$ cat src/rtl/l1_mem_arbiter.sv
// l1_mem_arbiter: round-robin arbiter giving an I-cache (port 0) and a D-cache (port 1) one shared memory port
// Ports:
//   clk, reset_n                      clock, asynchronous active-low reset
//   pN_req/we/addr/wdata              request from port N, held until pN_ready or pN_err
//   pN_ready/err                      one-cycle completion / timeout-abort pulse to port N
//   pN_rdata                          last read data returned to port N
//   mem_request/write_enable/address/write_data, mem_ready, mem_response_data   memory side
//   arb_state                         current FSM state (IDLE=0, ISSUE=1, WAIT_DATA=2, RESP=3)
module l1_mem_arbiter #(
    parameter int ADDR_WIDTH     = 32,
    parameter int DATA_WIDTH     = 32,
    parameter int TIMEOUT_CYCLES = 16
) (
    input  logic                  clk,
    input  logic                  reset_n,
    input  logic                  p0_req,
    input  logic                  p0_we,
    input  logic [ADDR_WIDTH-1:0] p0_addr,
    input  logic [DATA_WIDTH-1:0] p0_wdata,
    output logic                  p0_ready,
    output logic                  p0_err,
    output logic [DATA_WIDTH-1:0] p0_rdata,
    input  logic                  p1_req,
    input  logic                  p1_we,
    input  logic [ADDR_WIDTH-1:0] p1_addr,
    input  logic [DATA_WIDTH-1:0] p1_wdata,
    output logic                  p1_ready,
    output logic                  p1_err,
    output logic [DATA_WIDTH-1:0] p1_rdata,
    output logic                  mem_request,
    output logic                  mem_write_enable,
    output logic [ADDR_WIDTH-1:0] mem_address,
    output logic [DATA_WIDTH-1:0] mem_write_data,
    input  logic                  mem_ready,
    input  logic [DATA_WIDTH-1:0] mem_response_data,
    output logic [1:0]            arb_state
);
    localparam int CW = $clog2(TIMEOUT_CYCLES + 1);

    typedef enum logic [1:0] {IDLE, ISSUE, WAIT_DATA, RESP} state_t;

    state_t                r_state, w_next;
    logic                  r_owner, r_we, r_last_grant, r_abort;
    logic [ADDR_WIDTH-1:0] r_addr;
    logic [DATA_WIDTH-1:0] r_wdata, r_p0_rdata, r_p1_rdata;
    logic [CW-1:0]         r_wait_cnt;
    logic                  w_any, w_grant, w_timeout;

    assign w_any     = p0_req | p1_req;
    // on a tie the port that did not win last time goes next
    assign w_grant   = (p0_req & p1_req) ? ~r_last_grant : p1_req;
    // this stalled cycle is the one that brings the wait count up to the limit
    assign w_timeout = !mem_ready && (r_wait_cnt == CW'(TIMEOUT_CYCLES - 1));

    always_comb begin
        w_next = r_state;
        case (r_state)
            IDLE:      w_next = w_any ? ISSUE : IDLE;
            ISSUE:     w_next = mem_ready ? (r_we ? RESP : WAIT_DATA) : (w_timeout ? RESP : ISSUE);
            WAIT_DATA: w_next = RESP;
            default:   w_next = IDLE;
        endcase
    end

    always_ff @(posedge clk or negedge reset_n) begin
        if (!reset_n) begin
            r_state      <= IDLE;
            r_owner      <= 1'b0;
            r_we         <= 1'b0;
            r_addr       <= '0;
            r_wdata      <= '0;
            r_last_grant <= 1'b1;
            r_abort      <= 1'b0;
            r_wait_cnt   <= '0;
            r_p0_rdata   <= '0;
            r_p1_rdata   <= '0;
        end else begin
            r_state <= w_next;
            if (r_state == IDLE && w_any) begin
                r_owner    <= w_grant;
                r_we       <= w_grant ? p1_we : p0_we;
                r_addr     <= w_grant ? p1_addr : p0_addr;
                r_wdata    <= w_grant ? p1_wdata : p0_wdata;
                r_wait_cnt <= '0;
                r_abort    <= 1'b0;
            end
            if (r_state == ISSUE) begin
                if (!mem_ready)
                    r_wait_cnt <= r_wait_cnt + CW'(1);
                r_abort <= w_timeout;
            end
            if (r_state == WAIT_DATA) begin
                if (r_owner)
                    r_p1_rdata <= mem_response_data;
                else
                    r_p0_rdata <= mem_response_data;
            end
            if (r_state == RESP)
                r_last_grant <= r_owner;
        end
    end

    // address/data come straight from the latch, so they hold their last value outside ISSUE
    assign mem_request      = (r_state == ISSUE);
    assign mem_write_enable = (r_state == ISSUE) && r_we;
    assign mem_address      = r_addr;
    assign mem_write_data   = r_wdata;
    assign p0_ready         = (r_state == RESP) && !r_owner && !r_abort;
    assign p0_err           = (r_state == RESP) && !r_owner && r_abort;
    assign p1_ready         = (r_state == RESP) && r_owner && !r_abort;
    assign p1_err           = (r_state == RESP) && r_owner && r_abort;
    assign p0_rdata         = r_p0_rdata;
    assign p1_rdata         = r_p1_rdata;
    assign arb_state        = r_state;
endmodule

$ cat config.mk
export PLATFORM = sky130hd
export DESIGN_NAME = l1_mem_arbiter
export DESIGN_NICKNAME = d
export VERILOG_FILES = /design/src/rtl/l1_mem_arbiter.sv
export SDC_FILE = /design/constraint.sdc
export NUM_CORES = 1
export LEC_CHECK = 0
export ABC_AREA = 0
export CAP_MARGIN = 20
export CORE_MARGIN = 2
export CORE_UTILIZATION = 30
export DETAILED_ROUTE_END_ITERATION = 16
export PLACE_DENSITY = 0.62
export REMOVE_ABC_BUFFERS = 1
export SYNTH_ARGS = -nofsm -noshare
export SYNTH_HDL_FRONTEND = slang
export SYNTH_SLANG_ARGS = --single-unit
$ cat constraint.sdc
create_clock -name clk -period 3.2 [get_ports clk]
set_input_delay 0.96 -clock clk [delete_from_list [all_inputs] [get_ports clk]]
set_output_delay 0.96 -clock clk [all_outputs]
set_load 0.02 [all_outputs]
==> results by group, run 1 <==
Final layout
  • Share of layout cells above drive strength 1: 6.78%
  • Fill count: 1812
  • Nets: 1011
  • Finished Core Util: 50.5%
  • Synthesis-to-finish area growth: 65.3%
  • Antenna Cells: 0

Outcome
  • Run status: completed

Clock network
  • H-Tree Depth: 4
  • CTS root buf: clkbuf_16
  • CTS tree: done
  • CTS max path bufs: 2
  • Hold_buf cts: 0
  • Setup bufs post-CTS: 0
  • Clk slew on worst S/H paths: 60 ps
  • Clk Latency, worst-skew pair: 420 ps
  • CTS Sinks: 139
  • CTS Buf Count: 17

Synthesis
  • Register area share after synthesis: 58.5%
  • Mapped Cells: 551
  • Synth warn: 0
  • Netlist cell types: 36
  • Mean area per synthesized cell: 10.8 sq um
  • Synthesized flop and latch total: 139
  • Primary FF master, synth: dfrtp_1
  • Ys async rst share: 100%
  • Mapped Area: 0.00594 sq mm
  • EDFF count, synth: 0

Power and ir drop
  • Overall power: 9.93 mW
  • Reg power frac: 31.4%
  • Int Pwr: 6.19 mW
  • Switching pwr: 3.75 mW
  • Maximum vdd drop: 468 uV
  • PwrDens: 1010 mW/mm^2
  • Comb power frac: 47.7%
  • Switching fraction of total power: 37.7%
  • Pleak: 4.04 nW
  • Clock power share: 20.9%

Die
  • Floorplan row count: 51
  • Core Footprint: 0.0195 sq mm
  • Initial core utilization: 30.5%
  • Die W: 145 um
  • Die H: 145 um
  • Die area: 0.0210 sq mm
  • Top-Level Pins: 303

Drt
  • Wire per inst: 16.8 um
  • DRT Wirelength: 18.8 mm
  • Via count: 5266
  • First-pass DRT Iterations: 4
  • DR iter-0 viols: 149
  • Drt drc: 0
  • Routed vias/inst: 4.70
  • Final ANT Viol Nets: 0

Timing
  • Fmax: 335 MHz
  • Min Tclk post-route: 2980 ps
  • Final setup vio count: 0
  • Setup TNS: 0 ps
  • Clock Skew: 6.28 ps
  • Slew Viols, Final: 0
  • Final hold violation count: 0
  • Worst-Margin Slew: 817 ps
  • Slew Limit Headroom: 45.5%
  • RSZ-0062 raised after global routing: no
  • Period Utilization, post-route: 93.3%

Placed design
  • Routability-driven placement congestion ratio: 0.759
  • Detail Placement HPWL: 13.2 mm
  • Port bufs: 302

Critical path
  • Critical Path End Type: output port
  • Max FO, Critical Path: 10
  • Worst path required time: 2240 ps
  • CP arrival: 2020 ps
  • Crit Path Class: reg2out
  • Startpoint Class: register
  • Reg2Reg Setup Slack: 1470 ps

Global route
  • GRT Overall Usage: 17.8%
  • GRT Residual Overflow: 0
  • First-pass GRT wire length: 28.6 mm
  • Antenna violations before repair: 0
  • Largest net degree at the start of global routing: 140
  • Number of global-route vias before repair: 5357

Flow run
  • Max-cap violations: 0

Worst hold path
  • Min-delay worst type: reg2reg
area by class of cell:
class / count / area, sq um / area share (%)
clock buffers: 18 / 429 / 4.37
clock inverters: 14 / 185 / 1.88
inverters: 3 / 11.3 / 0.115
multi-input cells: 367 / 2250 / 22.9
flip-flops and latches: 139 / 3480 / 35.4
well taps: 265 / 332 / 3.37
repair buffers: 314 / 3140 / 31.9
kinds of logic (layout without fill, tap and decap cells):
logic type | count (synthesis) | after routing | synth area share [%]
simple gates | 156 | 156 | 10.8
buf+inv | 45 | 349 | 3.87
compound gates | 141 | 141 | 13.6
flops | 139 | 139 | 58.5
xor+xnor | 1 | 1 | 0.147
fa+ha+maj | 2 | 2 | 0.421
mux | 67 | 67 | 12.7
cell usage after synthesis, types with 2 or more instances:
| cell type | instances | area, sq um |
|---|---|---|
| dfrtp_1 | 138 | 3450 |
| nand2_1 | 136 | 510 |
| a21oi_1 | 67 | 335 |
| a31oi_1 | 65 | 407 |
| mux2_1 | 60 | 676 |
| buf_2 | 16 | 80.1 |
| buf_4 | 9 | 67.6 |
| buf_1 | 8 | 30.0 |
| clkbuf_1 | 8 | 30.0 |
| mux2_2 | 5 | 56.3 |
| nor2_1 | 4 | 15.0 |
| inv_1 | 3 | 11.3 |
| o21ai_0 | 3 | 15.0 |
| a22o_1 | 2 | 17.5 |
| ha_1 | 2 | 25.0 |
| mux2i_1 | 2 | 20.0 |
| nor2_2 | 2 | 12.5 |
| nor2b_1 | 2 | 12.5 |
| nor3_1 | 2 | 10.0 |
cells in the final DEF, fill, tap and decap left out, drive strengths merged:
cell type / Yosys / layout
bufinv: 0 / 3
o21a: 1 / 1
a21boi: 1 / 1
clkbuf: 8 / 18
nor3: 2 / 2
nand3: 1 / 1
and2: 1 / 1
nand4: 1 / 1
inv: 3 / 9
dfrtp: 138 / 138
a21oi: 67 / 67
a22o: 2 / 2
or2: 2 / 2
clkinv: 0 / 3
o31ai: 1 / 1
ha: 2 / 2
mux2: 65 / 65
nand2b: 1 / 1
a31oi: 65 / 65
nor3b: 1 / 1
and3: 1 / 1
o21ai: 3 / 3
dfstp: 1 / 1
nor2: 7 / 7
clkdlybuf4s50: 0 / 301
clkinvlp: 0 / 2
nand2: 136 / 136
xnor2: 1 / 1
mux2i: 2 / 2
nand3b: 1 / 1
nor2b: 2 / 2
a21bo: 1 / 1
buf: 34 / 13
final timing paths:
path,from,end,cells after the start
min in group asynchronous,reset_n,mem_write_data[20],2
worst max register to register,arb_state[0],r_wait_cnt[1],4
worst max-delay path,arb_state[0],p0_ready,3
worst min-delay path,r_wait_cnt[3],r_wait_cnt[3],1
max in group asynchronous,reset_n,p0_rdata[18],2
worst min register to register,r_wait_cnt[3],r_wait_cnt[3],1
metal layers:
metal  vias up  global-route usage [%]  part of all wire (%)
li1       2507                       -                     -
met1      2499                    20.3                    41
met2       246                    30.1                    46
met3        14                    8.33                    12
met4         0                    4.75                   1.1
met5         -                       0                     0
per-stage QoR:
step | instances | area (sq um) | worst slack (ps) | hold WS (ps)
global route | 1120 | 9830 | 53.4 | 501
floorplan | 509 | 5720 | -542 | 430
global placement | 1088 | 9210 | 562 | 452
detailed placement | 1088 | 9210 | 547 | 456
finish | 1120 | 9830 | 216 | 464
CTS | 1120 | 9830 | 84.0 | 465
critical path, cell delays in order, from the launching register on:
cell	delay [ps]
dfrtp_1	520
nand2_1	140
nor3_1	270
clkdlybuf4s50_1	670
sequential cells by signal (all words and copies together) (netlist names):
| register | count |
|---|---|
| mem_address | 32 |
| r_last_grant | 1 |
| p1_rdata | 32 |
| r_owner | 1 |
| p0_rdata | 32 |
| r_wait_cnt | 5 |
| r_we | 1 |
| mem_write_data | 32 |
| r_abort | 1 |
| arb_state | 2 |
power by group through the flow:
stage               registers (mW)  clock network [mW]  logic [mW]
detailed placement            3.15                   0        4.81
floorplan                     4.14                   0        1.28
finish                        3.12                2.07        4.74
global placement              3.11                   0        4.79
global route                  3.23                2.20        5.10
CTS                           3.13                2.13        4.81
repair_timing:
| action | CTS | global route |
|---|---|---|
| setup endpoints to repair | 0 | 2 |
| gates resized for setup | 0 | 1 |
| endpoints found under the hold margin | 0 | 0 |
Power figures use the tool's default switching activity.
==> run 2: changes to the inputs <==
--- a/config.mk
+++ b/config.mk
@@ -10,7 +10,7 @@
 export CORE_MARGIN = 2
 export CORE_UTILIZATION = 30
 export DETAILED_ROUTE_END_ITERATION = 16
-export PLACE_DENSITY = 0.62
+export PLACE_DENSITY = 0.65
 export REMOVE_ABC_BUFFERS = 1
 export SYNTH_ARGS = -nofsm -noshare
 export SYNTH_HDL_FRONTEND = slang
==> constraint.sdc (replaced) <==
create_clock -name clk -period 2.72 [get_ports clk]
set_input_delay 0.816 -clock clk [delete_from_list [all_inputs] [get_ports clk]]
set_output_delay 0.816 -clock clk [all_outputs]
set_load 0.02 [all_outputs]
==> results by group, run 2 (same netlist as run 1, synthesis figures left out) <==
Outcome
  • Run status: completed

Clock network
  • CTS max path bufs: 2
  • CTS root buf: clkbuf_16
  • H-Tree Depth: 4
  • CTS Buf Count: 17
  • Clk slew on worst S/H paths: 60 ps
  • Clk Latency, worst-skew pair: 410 ps
  • Setup bufs post-CTS: 0
  • CTS Sinks: 139
  • Hold_buf cts: 0
  • CTS tree: done

Drt
  • DRT Wirelength: 19.1 mm
  • DR iter-0 viols: 237
  • Routed met3 length: 2.16 mm
  • First-pass DRT Iterations: 4
  • Met1 WL: 8.05 mm
  • Routed vias/inst: 4.79
  • Wire per inst: 17.1 um
  • Drt drc: 0
  • Max Used Layer: met4
  • Met2 WL post-DR: 8.79 mm
  • Via count: 5376
  • Final ANT Viol Nets: 0

Global route
  • GRT Residual Overflow: 0
  • Largest net degree at the start of global routing: 72
  • GRT Overall Usage: 18.1%
  • First-pass GRT wire length: 29.2 mm
  • Number of global-route vias before repair: 5388
  • Antenna violations before repair: 0

Final layout
  • Antenna Cells: 0
  • Nets: 1014
  • Post-route insts no fill: 1122
  • Fill count: 1810
  • Leading cell type in the layout, fill and taps excluded: clkdlybuf4s50_1
  • Share of layout cells above drive strength 1: 7.00%
  • Finished Core Util: 51.0%
  • Design Area, Final: 0.00992 sq mm
  • Commonest non-fill, non-tap cells in the layout: 296 x clkdlybuf4s50_1, 138 x dfrtp_1, 136 x nand2_1, 67 x a21oi_1, 65 x a31oi_1
  • Synthesis-to-finish area growth: 66.9%

Power and ir drop
  • Overall power: 11.8 mW
  • Pleak: 4.12 nW
  • PwrDens: 1190 mW/mm^2
  • Maximum vdd drop: 455 uV

Timing
  • Clock Skew: 10.4 ps
  • Slew Viols, Final: 0
  • Worst-Margin Slew: 522 ps
  • Setup TNS: 0 ps
  • Final worst-path setup slack: 127 ps
  • Final setup vio count: 0
  • Slew Limit Headroom: 65.1%
  • Fmax: 386 MHz
  • Final hold violation count: 0
  • RSZ-0062 raised after global routing: no
  • Hold_ws: 233 ps
  • Period Utilization, post-route: 95.3%
  • Min Tclk post-route: 2590 ps

Placed design
  • Dpl ws: 331 ps
  • Placed instance area: 0.00931 sq mm
  • Cells after DPL: 1091
  • Routability-driven placement congestion ratio: 0.758
  • Port bufs: 302
  • Detail Placement HPWL: 13.6 mm

Die
  • Core Footprint: 0.0195 sq mm
  • Die W: 145 um
  • Top-Level Pins: 303
  • Floorplan row count: 51
  • Die H: 145 um
  • Initial core utilization: 30.5%
  • Die area: 0.0210 sq mm

Flow run
  • Max-cap violations: 0

Critical path
  • Slowest stage delay, CP: 620 ps
  • Crit Path Class: reg2out
  • CP bufs+invs: 1
  • Startpoint Class: register
  • Worst path required time: 1900 ps
  • Max stage delay cell, worst path: clkdlybuf4s50_1
  • Max FO, Critical Path: 6
  • CP arrival: 1780 ps
  • Top delay family on crit path: buffers and inverters
  • Critical Path End Type: output port
  • Critical Path, Cell by Cell: nand3_1, nor2_1, clkdlybuf4s50_1

Worst hold path
  • Min-delay worst type: in2async
[run 2: cell type report]
cell class | count | area [sq um] | area share [%]
multi-input cells | 367 | 2250 | 22.7
clock buffers | 18 | 439 | 4.43
clock inverters | 13 | 166 | 1.68
well taps | 265 | 332 | 3.34
repair buffers | 317 | 3240 | 32.6
inverters | 3 | 11.3 | 0.114
flip-flops and latches | 139 | 3480 | 35.1
[run 2: what timing repair did]
item / 4_1_cts / 5_1_grt
setup endpoints to repair: 3 / 2
hold endpoints to repair: 0 / 0
resized for setup: 3 / 2
[run 2: worst paths after layout]
| path | startpoint | end | slack, ps | cells after the start |
|---|---|---|---|---|
| setup reg to reg | arb_state[0] | p0_rdata[0] | 920 | 5 |
| hold reg to reg | p0_rdata[29] | p0_rdata[29] | 480 | 1 |
| setup / recovery | r_owner | p1_ready | 130 | 3 |
| min in group clk | p0_rdata[29] | p0_rdata[29] | 480 | 1 |
| hold / removal | reset_n | p0_rdata[30] | 230 | 1 |
| max in group asynchronous | reset_n | mem_write_data[17] | 1830 | 2 |
[run 2: per-layer routing]
| layer | vias up | global-route usage [%] |
|---|---|---|
| li1 | 2520 | - |
| met5 | - | 0 |
| met2 | 262 | 29.4 |
| met3 | 13 | 8.65 |
| met4 | 0 | 3.93 |
| met1 | 2581 | 21.8 |
[run 2: worst reg2reg max path, cell delays in order (launching register included)]
cell and delay, ps:
dfrtp_1 420, buf_4 180, nand2b_1 190, nor2_4 300
buf_12 240, mux2_2 370
[run 2: report_power, final]
group          leakage, nW  switching, mW  total, mW  internal, mW
Combinational         2.22           2.93       5.70          2.77
Clock                0.289          0.920       2.39          1.47
Sequential            1.61          0.569       3.68          3.11
Total                 4.12           4.42       11.8          7.35
